## config.mk

```make
export PLATFORM = sky130hd
export DESIGN_NAME = fifo_sync_param
export DESIGN_NICKNAME = d
export VERILOG_FILES = /design/src/rtl/fifo_pkg.sv /design/src/rtl/fifo_mem.sv /design/src/rtl/fifo_sync_param.sv
export SDC_FILE = /design/constraint.sdc
export NUM_CORES = 1
export LEC_CHECK = 0
export ABC_AREA = 1
export BUFFER_PORTS_ARGS = -buffer_cell sky130_fd_sc_hd__buf_4
export CORE_ASPECT_RATIO = 1.2
export CORE_MARGIN = 3
export CORE_UTILIZATION = 40
export CTS_CLUSTER_SIZE = 16
export DETAILED_ROUTE_END_ITERATION = 7
export PLACE_DENSITY = 0.62
export SYNTH_ARGS = -nofsm -noshare
export SYNTH_HDL_FRONTEND = slang
export SYNTH_SLANG_ARGS = --single-unit
```

## constraint.sdc

```tcl
create_clock -name clk -period 2.75 [get_ports clk]
set_clock_uncertainty 0.15 [all_clocks]
set_input_delay 0.275 -clock clk [delete_from_list [all_inputs] [get_ports clk]]
set_output_delay 0.275 -clock clk [all_outputs]
set_load 0.03 [all_outputs]
```

## src/rtl/fifo_pkg.sv

```systemverilog
// Shared FIFO package: default geometry and a constant-foldable log2 helper.
package fifo_pkg;

  localparam int unsigned DEF_WIDTH = 8;
  localparam int unsigned DEF_DEPTH = 8;

  // Ceiling log2; usable in parameter expressions.
  function automatic int unsigned clog2(input int unsigned n);
    int unsigned r;
    r = 0;
    while ((64'd1 << r) < 64'(n)) begin
      r = r + 1;
    end
    return r;
  endfunction

endpackage

```

## src/rtl/fifo_mem.sv

```systemverilog
// DEPTH x WIDTH simple dual-port storage: synchronous write, registered read.
module fifo_mem
  import fifo_pkg::*;
#(
  parameter int unsigned WIDTH = DEF_WIDTH,
  parameter int unsigned DEPTH = DEF_DEPTH,
  parameter int unsigned AW    = clog2(DEF_DEPTH)
) (
  input  logic             clk,
  input  logic             reset,
  input  logic             wr_en_i,
  input  logic [AW-1:0]    wr_addr_i,
  input  logic [WIDTH-1:0] wr_data_i,
  input  logic             rd_en_i,
  input  logic [AW-1:0]    rd_addr_i,
  output logic [WIDTH-1:0] rd_data_o
);

  logic [WIDTH-1:0] mem_q [DEPTH];
  logic [WIDTH-1:0] rd_data_q;

  // Storage array is intentionally left unreset.
  always_ff @(posedge clk) begin
    if (wr_en_i) begin
      mem_q[wr_addr_i] <= wr_data_i;
    end
  end

  // Read register holds its value unless a read is accepted.
  always_ff @(posedge clk or posedge reset) begin
    if (reset) begin
      rd_data_q <= '0;
    end else if (rd_en_i) begin
      rd_data_q <= mem_q[rd_addr_i];
    end
  end

  assign rd_data_o = rd_data_q;

endmodule

```

## src/rtl/fifo_sync_param.sv

```systemverilog
// Single-clock parametrised FIFO with fill level, thresholds and sticky error flags.
module fifo_sync_param
  import fifo_pkg::*;
#(
  parameter  int unsigned WIDTH    = DEF_WIDTH,
  parameter  int unsigned DEPTH    = DEF_DEPTH,
  parameter  int unsigned AF_LEVEL = 6,
  parameter  int unsigned AE_LEVEL = 1,
  localparam int unsigned AW       = clog2(DEPTH),
  localparam int unsigned CW       = AW + 1
) (
  input  logic             clk,
  input  logic             reset,
  input  logic             enq,
  input  logic             deq,
  input  logic [WIDTH-1:0] data_in,
  input  logic             clr_err,
  output logic [WIDTH-1:0] data_out,
  output logic             data_valid,
  output logic             full,
  output logic             empty,
  output logic             almost_full,
  output logic             almost_empty,
  output logic [CW-1:0]    count,
  output logic             overflow,
  output logic             underflow
);

  // Reject illegal geometry at elaboration.
  generate
    if (DEPTH < 2 || (DEPTH & (DEPTH - 1)) != 0) begin : g_bad_depth
      $error("fifo_sync_param: DEPTH must be a power of 2 and >= 2");
    end
    if (AF_LEVEL < 1 || AF_LEVEL > DEPTH) begin : g_bad_af
      $error("fifo_sync_param: AF_LEVEL must be in 1..DEPTH");
    end
    if (AE_LEVEL > DEPTH - 1) begin : g_bad_ae
      $error("fifo_sync_param: AE_LEVEL must be in 0..DEPTH-1");
    end
  endgenerate

  localparam logic [CW-1:0] CNT_FULL = CW'(DEPTH);
  localparam logic [CW-1:0] CNT_AF   = CW'(AF_LEVEL);
  localparam logic [CW-1:0] CNT_AE   = CW'(AE_LEVEL);

  logic [AW-1:0] wr_ptr_q, wr_ptr_d;
  logic [AW-1:0] rd_ptr_q, rd_ptr_d;
  logic [CW-1:0] count_q, count_d;
  logic          valid_q, valid_d;
  logic          ovf_q, ovf_d;
  logic          unf_q, unf_d;
  logic          wr_acc_c;
  logic          rd_acc_c;

  // Status flags decode straight from the registered fill level.
  assign full         = (count_q == CNT_FULL);
  assign empty        = (count_q == '0);
  assign almost_full  = (count_q >= CNT_AF);
  assign almost_empty = (count_q <= CNT_AE);

  assign wr_acc_c = enq & ~full;
  assign rd_acc_c = deq & ~empty;

  // Next-state for pointers, fill level, read strobe and sticky errors.
  always_comb begin
    wr_ptr_d = wr_ptr_q;
    rd_ptr_d = rd_ptr_q;
    count_d  = count_q;
    valid_d  = rd_acc_c;
    ovf_d    = ovf_q;
    unf_d    = unf_q;

    if (wr_acc_c) wr_ptr_d = wr_ptr_q + AW'(1);
    if (rd_acc_c) rd_ptr_d = rd_ptr_q + AW'(1);

    unique case ({wr_acc_c, rd_acc_c})
      2'b10:   count_d = count_q + CW'(1);
      2'b01:   count_d = count_q - CW'(1);
      default: count_d = count_q;
    endcase

    // A new error outranks a clear in the same cycle.
    if (clr_err) begin
      ovf_d = 1'b0;
      unf_d = 1'b0;
    end
    if (enq & full)  ovf_d = 1'b1;
    if (deq & empty) unf_d = 1'b1;
  end

  // Control state registers; reset discards all queued entries at once.
  always_ff @(posedge clk or posedge reset) begin
    if (reset) begin
      wr_ptr_q <= '0;
      rd_ptr_q <= '0;
      count_q  <= '0;
      valid_q  <= 1'b0;
      ovf_q    <= 1'b0;
      unf_q    <= 1'b0;
    end else begin
      wr_ptr_q <= wr_ptr_d;
      rd_ptr_q <= rd_ptr_d;
      count_q  <= count_d;
      valid_q  <= valid_d;
      ovf_q    <= ovf_d;
      unf_q    <= unf_d;
    end
  end

  fifo_mem #(
    .WIDTH (WIDTH),
    .DEPTH (DEPTH),
    .AW    (AW)
  ) u_mem (
    .clk       (clk),
    .reset     (reset),
    .wr_en_i   (wr_acc_c),
    .wr_addr_i (wr_ptr_q),
    .wr_data_i (data_in),
    .rd_en_i   (rd_acc_c),
    .rd_addr_i (rd_ptr_q),
    .rd_data_o (data_out)
  );

  assign count      = count_q;
  assign data_valid = valid_q;
  assign overflow   = ovf_q;
  assign underflow  = unf_q;

endmodule
```

==> results of run 1 <==
synth_stat cells:
cell      number
nand2_1      113
edfxtp_1      64
inv_1         64
nand3_1       49
dfrtp_1       21
nor2_1        10
ha_1           7
o21ai_0        7
buf_2          6
buf_6          4
xor2_1         4
inv_2          3
nand2_2        2
xnor2_1        2
a21oi_1        1
buf_4          1
clkbuf_2       1
clkinv_1       1
nand3_2        1
nand4_1        1
nor2_4         1
nor2_8         1
nor3_1         1
o21ai_1        1
o22ai_1        1
or2_4          1
worst max-delay path, delay by kind of cell, from the launching register on:
family / cells / cell delay, ps
AOI/OAI and AO/OA: 2 / 240
xor gates and xnor gates: 1 / 140
DFF: 1 / 460
adders and majority gates: 2 / 580
buffers and inverters: 2 / 170
and+or+nand+nor: 3 / 390
per-stage QoR:
step	setup slack [ps]	total power [mW]	util [%]	cell area, um^2	hold WS (ps)
final	511	4.55	48.7	4420	13.9
after detailed placement	515	3.68	45.6	4140	322
after CTS	505	4.60	48.7	4420	1.21
after global placement	566	3.63	45.6	4140	317
after global routing	342	4.85	48.7	4420	7.85
after floorplan	307	3.14	-	3760	102
how the worst max path moves through the flow:
stage | start | to | slack, ps | depth (start not counted)
2_1_floorplan | count[0] | count[2] | 310 | 11
4_1_cts | count[1] | count[2] | 500 | 10
6_report | count[1] | count[2] | 510 | 10
5_1_grt | count[1] | count[2] | 340 | 10
3_5_place_dp | count[0] | count[2] | 520 | 10
3_3_place_gp | count[0] | count[2] | 570 | 10
state kept, by name (all words and copies together) (netlist names):
register / cells
u_mem.rd_data_o: 8
underflow: 1
data_valid: 1
overflow: 1
count: 4
rd_ptr_q: 3
u_mem.mem_q: 64
wr_ptr_q: 3
logic make-up after synthesis:
kind of cell / Yosys count / share of synthesized area (%)
fa+ha+maj: 7 / 2.33
xor+xnor: 6 / 1.40
simple gates: 180 / 20.8
buf+inv: 80 / 9.11
compound gates: 10 / 1.36
flops: 85 / 65.0
layout make-up:
type | instances | share of cell area [%]
multi-input combinational | 203 | 22.0
tap | 120 | 3.40
clock inverter | 2 | 1.36
timing repair buffer | 50 | 8.95
clock buffer | 13 | 3.14
inverter | 68 | 5.78
sequential | 85 | 55.4
cell usage in the layout, fill, tap and decap left out, drive strengths merged:
cell type and instances:
nand2 115, inv 67, edfxtp 64, nand3 50
buf 42, dfrtp 21, clkbuf 13, nor2 12
dlygate4sd3 8, o21ai 8, ha 7, xor2 4
xnor2 2, bufinv 2, clkinv 1, a21oi 1
or2 1, nor3 1, o22ai 1, nand4 1
metal layers:
| metal | share of wire [%] | wire (um) | track usage, % | up-vias |
|---|---|---|---|---|
| li1 | - | - | - | 1265 |
| met1 | 40 | 3040 | 17.9 | 1166 |
| met2 | 51 | 3800 | 26.0 | 78 |
| met3 | 5.9 | 442 | 2.14 | 16 |
| met4 | 3.1 | 235 | 9.72 | 0 |
| met5 | 0 | 0 | 0 | - |
power by group through the flow:
stage	Combinational, mW	Sequential (mW)	Clock [mW]
detailed placement	1.77	1.90	0
CTS	1.79	1.88	0.931
floorplan	1.12	2.02	0
global route	1.96	1.91	0.979
global placement	1.74	1.90	0
finish	1.76	1.88	0.911
==> flow_summary.ini, run 1 <==
[status]
status = complete, no violations

[clock_tree]
cts-root-buf = clkbuf_8
cts.clk_slew.worst_paths_ps = 80
clkSinkCount = 85
clk_latency_ps = 350
cts_resized = 0
holdBufCountCts = 8
ctsHtreeMaxLevel = 3
cts_tree = yes
post_cts_buffers = 0
cts_buffers = 9
cts_buffer_depth = 2

[detailed_routing]
ant_nets = 0
wl_per_cell_um = 13.9
drt-initial-drc-count = 157
vias = 2525
drt-vias-per-instance = 4.67
dr.pass1.iters = 4
wl_mm = 7.52
drc = 0

[power]
p_sw_share_pct = 38.6
seqPwrFrac_pct = 41.3
p_int_mw = 2.79
leakage_nw = 2.02
power_switching_mw = 1.76
power.density_cell_area_mw_per_mm2 = 1030
ir_drop_uv = 362
clkPwrFrac_pct = 20.0
pwr-share-comb_pct = 38.7

[global_route]
grt_max_degree = 35
antenna_found_initial = 0
grt_use_total_pct = 15.3
grt_pass1_vias = 2426
grt_pass1_wl_mm = 11.9
overflow = 0

[setup_path]
r2r_start = count[1]
start_kind = register
cp_cell_sequence = inv_1, ha_1, nand2_2, nor2_4, nor2_8, ha_1, a21oi_1, o21ai_0, xor2_1, inv_1
reg2reg_depth = 10
cp_slowest_cell = dfrtp_1
worst_ep_required_time_ps = 2850
cpPeakStageDelay_ps = 460
crit_type = register to register
cp_max_fo = 15
r2r_slack_ps = 510
worstSetupEndpointType = register
critical_path_arrival_ps = 2340
r2r_end = count[2]

[layout]
regArea_mm2 = 0.00245
multi_input_area_um2 = 972
drive_gt1_share_pct = 14.7
syn2layout_area_growth_pct = 17.5
finalNonFillerCells = 541
nets = 437
n_antenna_cell = 0
fillers = 822

[synth]
synth_seq_area_share_pct = 65.0
synthTopCellsByArea = edfxtp_1 51%, dfrtp_1 14%, nand2_1 11%, nand3_1 6.5%, inv_1 6.4%
ys_types = 26
ys_ff_latch = 85
yosysWarnings = 0
netlist_instances = 368
syn-num-nets = 388
syn_avg_cell_area_um2 = 10.2
netlist_area_mm2 = 0.00376
synth_top_area_share_pct = 51.1
yosys.area.top_type = edfxtp_1

[sta]
setup_viol = 0
worst_pin_slew_ps = 863
rsz0062_at_grt = false
relSlewSlack_pct = 42.4
hold_viol = 0
maxSlewViolCount = 0
finalCritPeriodShare_pct = 81.4
tns_ps = 0
fmaxAchievable_mhz = 447
period_minus_slack_ps = 2240

[run]
maxCapViolCount = 0

[die]
start_util_pct = 41.4
die_area_mm2 = 0.0106
core_area_mm2 = 0.00908
floorplan.rows = 38
die_height_um = 112
ioPinCount = 32
die_w_um = 94.5

[min_path]
hold_path.startpoint = data_in[7]
whs_path_depth = 1
worstHoldEndpoint = u_mem.mem_q[6][7]
min_path_type = primary input to register

[place]
numPortBuffers = 31
routabilityCongestion = 0.741
dp_hpwl_mm = 4.85
place_inst = 518
(Power assumes the default switching activity.)
==> run 2: changes to the inputs <==
Clock period 2.75 ns to 2.2 ns, I/O delays scaled along.
==> run 2 against run 1 <==
Against the previous run:
- die area is the same
- sequential share of layout area shrank 0.70 points
- largest cell class unchanged
- flip-flop and latch count is the same
- clock-buffer cell count is the same
- clock power grew 2.6%
- global-route usage grew 0.51 points
- non-clock buffer count grew 8
- sequential power grew 25%
==> flow_summary.ini, run 2 (synthesis gave the netlist of run 1 again) <==
[place]
numPortBuffers = 31
dp_hpwl_mm = 4.89
routabilityCongestion = 0.790
place_inst = 522

[min_path]
hold_path.startpoint = enq
min_path_type = primary input to register
worstHoldEndpoint = wr_ptr_q[0]
whs_path_depth = 4

[setup_path]
cp_max_fo = 15
r2r_slack_ps = 180
cp_cell_sequence = inv_2, ha_4, nand2_2, nor2_4, nor2_8, ha_4, a21oi_1, o21ai_0, xor2_1, inv_1
reg2reg_depth = 10
cp_slowest_cell = dfrtp_2
critPathTopFamily = adder cells
critical_path_arrival_ps = 2110
cp_common_cell = ha_4
r2r_end = count[2]
cpPeakStageDelay_ps = 440
r2r_start = count[1]
crit_type = register to register
worstSetupEndpointType = register
cp_num_buf_inv = 2
start_kind = register
worst_ep_required_time_ps = 2290

[detailed_routing]
wl_mm = 7.52
drt-vias-per-instance = 4.69
drt-met1-wl_mm = 3.36
wl_met3_um = 341
ant_nets = 0
wl_per_cell_um = 13.7
dr.pass1.iters = 4
drt-initial-drc-count = 165
highest_layer = met4
vias = 2578
drc = 0
dr_wl_met2_mm = 3.67

[power]
seqPwrFrac_pct = 42.3
p_sw_share_pct = 39.6
power.density_cell_area_mw_per_mm2 = 1240
clkPwrFrac_pct = 16.8
leakage_nw = 2.04
ir_drop_uv = 399
power_switching_mw = 2.20
p_int_mw = 3.36
pwr-share-comb_pct = 40.9

[sta]
maxSlewViolCount = 0
period_minus_slack_ps = 2020
hold_viol = 0
relSlewSlack_pct = 50.4
setup_viol = 0
rsz0062_at_grt = false
worst_pin_slew_ps = 743
finalCritPeriodShare_pct = 91.8
tns_ps = 0
fmaxAchievable_mhz = 495

[clock_tree]
post_cts_buffers = 0
cts.clk_slew.worst_paths_ps = 80
ctsHtreeMaxLevel = 3
clkSinkCount = 85
cts-root-buf = clkbuf_8
cts_buffer_depth = 2
clk_latency_ps = 340
cts_buffers = 9
cts_tree = yes

[layout]
finalNonFillerCells = 550
layout_commonest_cell = nand2_1
drive_gt1_share_pct = 17.0
n_antenna_cell = 0
nets = 445
syn2layout_area_growth_pct = 19.1
top_register = u_mem.mem_q
final_cell_mix = 113 x nand2_1, 64 x edfxtp_1, 62 x inv_1
largest_reg_flops = 64

[die]
core_area_mm2 = 0.00908
floorplan.rows = 38
ioPinCount = 32
start_util_pct = 41.4
die_w_um = 94.5
die_area_mm2 = 0.0106
die_height_um = 112

[global_route]
antenna_found_initial = 0
overflow = 0
grt_pass1_vias = 2472
grt_use_total_pct = 15.8
grt_max_degree = 33
grt_pass1_wl_mm = 12.5

[run]
maxCapViolCount = 0

[status]
status = complete, no violations
[run 2: cell count changes in the layout (fill, tap and decap cells not counted), moves of 2 or more]
| cell | delta |
|---|---|
| buf_4 | +4 |
| ha_1 | -2 |
| dfrtp_2 | +2 |
| bufinv_16 | -2 |
| dfrtp_1 | -2 |
| clkinv_2 | +2 |
| ha_4 | +2 |
| dlygate4sd3_1 | +4 |
| inv_1 | -2 |
| inv_2 | +2 |
[run 2: per-stage QoR]
step	hold slack, ps	power (mW)	setup WS, ps	instance area [um^2]	utilization, %
3_3_place_gp	132	4.62	237	4200	46.2
6_report	55.7	5.56	181	4480	49.3
4_1_cts	33.3	5.63	173	4480	49.3
5_1_grt	73.9	6.00	66.8	4480	49.3
3_5_place_dp	135	4.66	187	4200	46.2
2_1_floorplan	46.4	3.98	6.95	3790	-
[run 2: how the worst max path moves through the flow]
stage              from  endpoint  slack [ps]  cells past startpoint
2_1_floorplan  count[0]  count[2]           7                     11
6_report       count[1]  count[2]         180                     10
4_1_cts        count[1]  count[2]         170                     10
3_5_place_dp   count[1]  count[2]         190                     10
3_3_place_gp   count[1]  count[2]         240                     10
5_1_grt        count[1]  count[2]          70                     10
[run 2: power by group through the flow]
stage / registers [mW] / clock network (mW) / logic, mW
after global placement: 2.38 / 0 / 2.24
final: 2.35 / 0.935 / 2.27
after CTS: 2.35 / 0.970 / 2.31
after detailed placement: 2.38 / 0 / 2.27
after floorplan: 2.54 / 0 / 1.44
after global routing: 2.40 / 1.04 / 2.56
[run 2: repair_timing]
action | in CTS | in global routing
resized for setup | 0 | 0
hold buffers | 12 | 0
hold endpoints to repair | 87 | 0
[run 2: per-layer routing]
layer	track usage, %	up-vias
met5	0	-
met3	3.49	12
met1	20.4	1224
met4	7.51	0
met2	25.1	64
li1	-	1278
[run 2: layout make-up]
type,count,area (um^2)
clock inverters,3,13.8
repair buffers,58,465
flip-flops and latches,85,2450
clock buffers,13,149
well taps,120,150
inverters,68,255
fillers,822,4600
multi-input cells,203,997
[run 2: tightest hold or removal path, cell delays in order]
cell	delay, ps
buf_4	90
nand2_2	90
nand2_1	70
nand2_1	40
==> run 3: changes to the inputs <==
--- a/config.mk
+++ b/config.mk
@@ -9,2 +9,3 @@
 export BUFFER_PORTS_ARGS = -buffer_cell sky130_fd_sc_hd__buf_4
+export CAP_MARGIN = 30
 export CORE_ASPECT_RATIO = 1.2
==> constraint.sdc (replaced) <==
create_clock -name clk -period 2.2 [get_ports clk]
set_clock_uncertainty 0.15 [all_clocks]
set_input_delay 0.44 -clock clk [delete_from_list [all_inputs] [get_ports clk]]
set_output_delay 0.44 -clock clk [all_outputs]
set_load 0.03 [all_outputs]
==> run 3 against run 2 <==
Against the previous run:
- the flow now finishes with violations (hold timing)
- flip-flop and latch count did not move
- critical endpoint is now empty
- worst setup slack worse by 71 ps
- fmax decreased by 3.4%
- hold slack worse by 64 ps
- register-to-register slack better by 30 ps
- via count is 0.39% lower
- power is 2.7% higher
==> flow_summary.ini, run 3 (synthesis gave the netlist of run 1 again) <==
[clock_tree]
cts-root-buf = clkbuf_8
clk_latency_ps = 340
post_cts_buffers = 0
cts.clk_slew.worst_paths_ps = 90
ctsHtreeMaxLevel = 3
holdBufCountCts = 0
clkSinkCount = 85
cts_buffers = 9
cts_buffer_depth = 2
cts_resized = 0
cts_tree = yes

[setup_path]
cp_max_fo = 5
critical_path_arrival_ps = 1500
crit_path_start = count[0]
start_kind = register
r2r_start = count[0]
cp_slowest_cell = dfrtp_2
cpPeakStageDelay_ps = 450
r2r_slack_ps = 210
endpoint = empty
worstSetupEndpointType = output pin
crit_type = register to output pin
reg2reg_depth = 10
worst_ep_required_time_ps = 1610
cp_cell_sequence = inv_2, ha_4, nand2_2, nor2_4, buf_4
r2r_end = count[2]

[sta]
period_minus_slack_ps = 2090
setup_viol = 0
finalCritPeriodShare_pct = 95.0
tns_ps = 0
hold_viol = 13
worst_pin_slew_ps = 712
holdWs_ps = -8.14
fmaxAchievable_mhz = 479
finalWorstSetupSlack_ps = 110
maxSlewViolCount = 0
rsz0062_at_grt = false
relSlewSlack_pct = 52.5

[die]
ioPinCount = 32
die_area_mm2 = 0.0106
start_util_pct = 41.4
die_height_um = 112
die_w_um = 94.5
floorplan.rows = 38
core_area_mm2 = 0.00908

[detailed_routing]
wl_mm = 7.53
dr.pass1.iters = 4
drc = 0
wl_per_cell_um = 14.0
drt-initial-drc-count = 168
ant_nets = 0
vias = 2568
drt-vias-per-instance = 4.77

[global_route]
grt_pass1_vias = 2404
antenna_found_initial = 0
grt_pass1_wl_mm = 12.0
grt_max_degree = 33
overflow = 0
grt_use_total_pct = 14.9

[layout]
largest_reg_flops = 64
stdcell_area_mm2 = 0.00440
n_antenna_cell = 0
layout_commonest_cell = nand2_1
nets = 433
final_cell_mix = 113 x nand2_1, 64 x edfxtp_1, 62 x inv_1
syn2layout_area_growth_pct = 16.8
fin_util_pct = 48.4
top_register = u_mem.mem_q
finalNonFillerCells = 538
drive_gt1_share_pct = 18.2

[power]
power.density_cell_area_mw_per_mm2 = 1300
ir_drop_uv = 455
leakage_nw = 2.00
p_total_mw = 5.71

[status]
violations = hold timing
status = finished with violations

[place]
dp_hpwl_mm = 5.06
preCtsSetupSlack_ps = 208
place_inst = 522
numPortBuffers = 31
placed_area_mm2 = 0.00420
routabilityCongestion = 0.785

[run]
maxCapViolCount = 0

[min_path]
min_path_type = primary input to asynchronous set/reset pin
[run 3: where the power goes]
group	total (mW)	internal, mW	switching [mW]
registers	2.35	2.09	0.258
clock network	1.08	0.529	0.555
logic	2.27	0.806	1.47
total	5.71	3.43	2.28
[run 3: layout make-up]
type                       instances  area [um^2]
clock buffer                       9          124
timing repair buffer              46          345
tap                              120          150
clock inverter                     7         73.8
fill                             822         4690
multi-input combinational        203          997
sequential                        85         2450
inverter                          68          255
[run 3: how the worst min path moves through the flow]
stage                       startpoint                  to  slack [ps]
floorplan                        reset            count[2]         270
global placement    u_mem.rd_data_o[6]  u_mem.rd_data_o[6]         320
detailed placement  u_mem.rd_data_o[2]  u_mem.rd_data_o[2]         320
CTS                              reset           underflow           3
global route                     reset           underflow          20
finish                           reset           underflow          -8
[run 3: worst max-delay path, delay by kind of cell (launching register included)]
| kind | cells | cell delay (ps) |
|---|---|---|
| flip-flops | 1 | 450 |
| buffers and inverters | 2 | 310 |
| AND/OR/NAND/NOR | 2 | 230 |
| adder cells (fa/ha/maj) | 1 | 170 |
[run 3: per-layer routing]
layer	GRT usage, %	routed length (um)	part of all wire [%]
met1	18.7	3250	43
met2	24.7	3630	48
met3	2.95	365	4.8
met4	7.12	283	3.8
met5	0	0	0
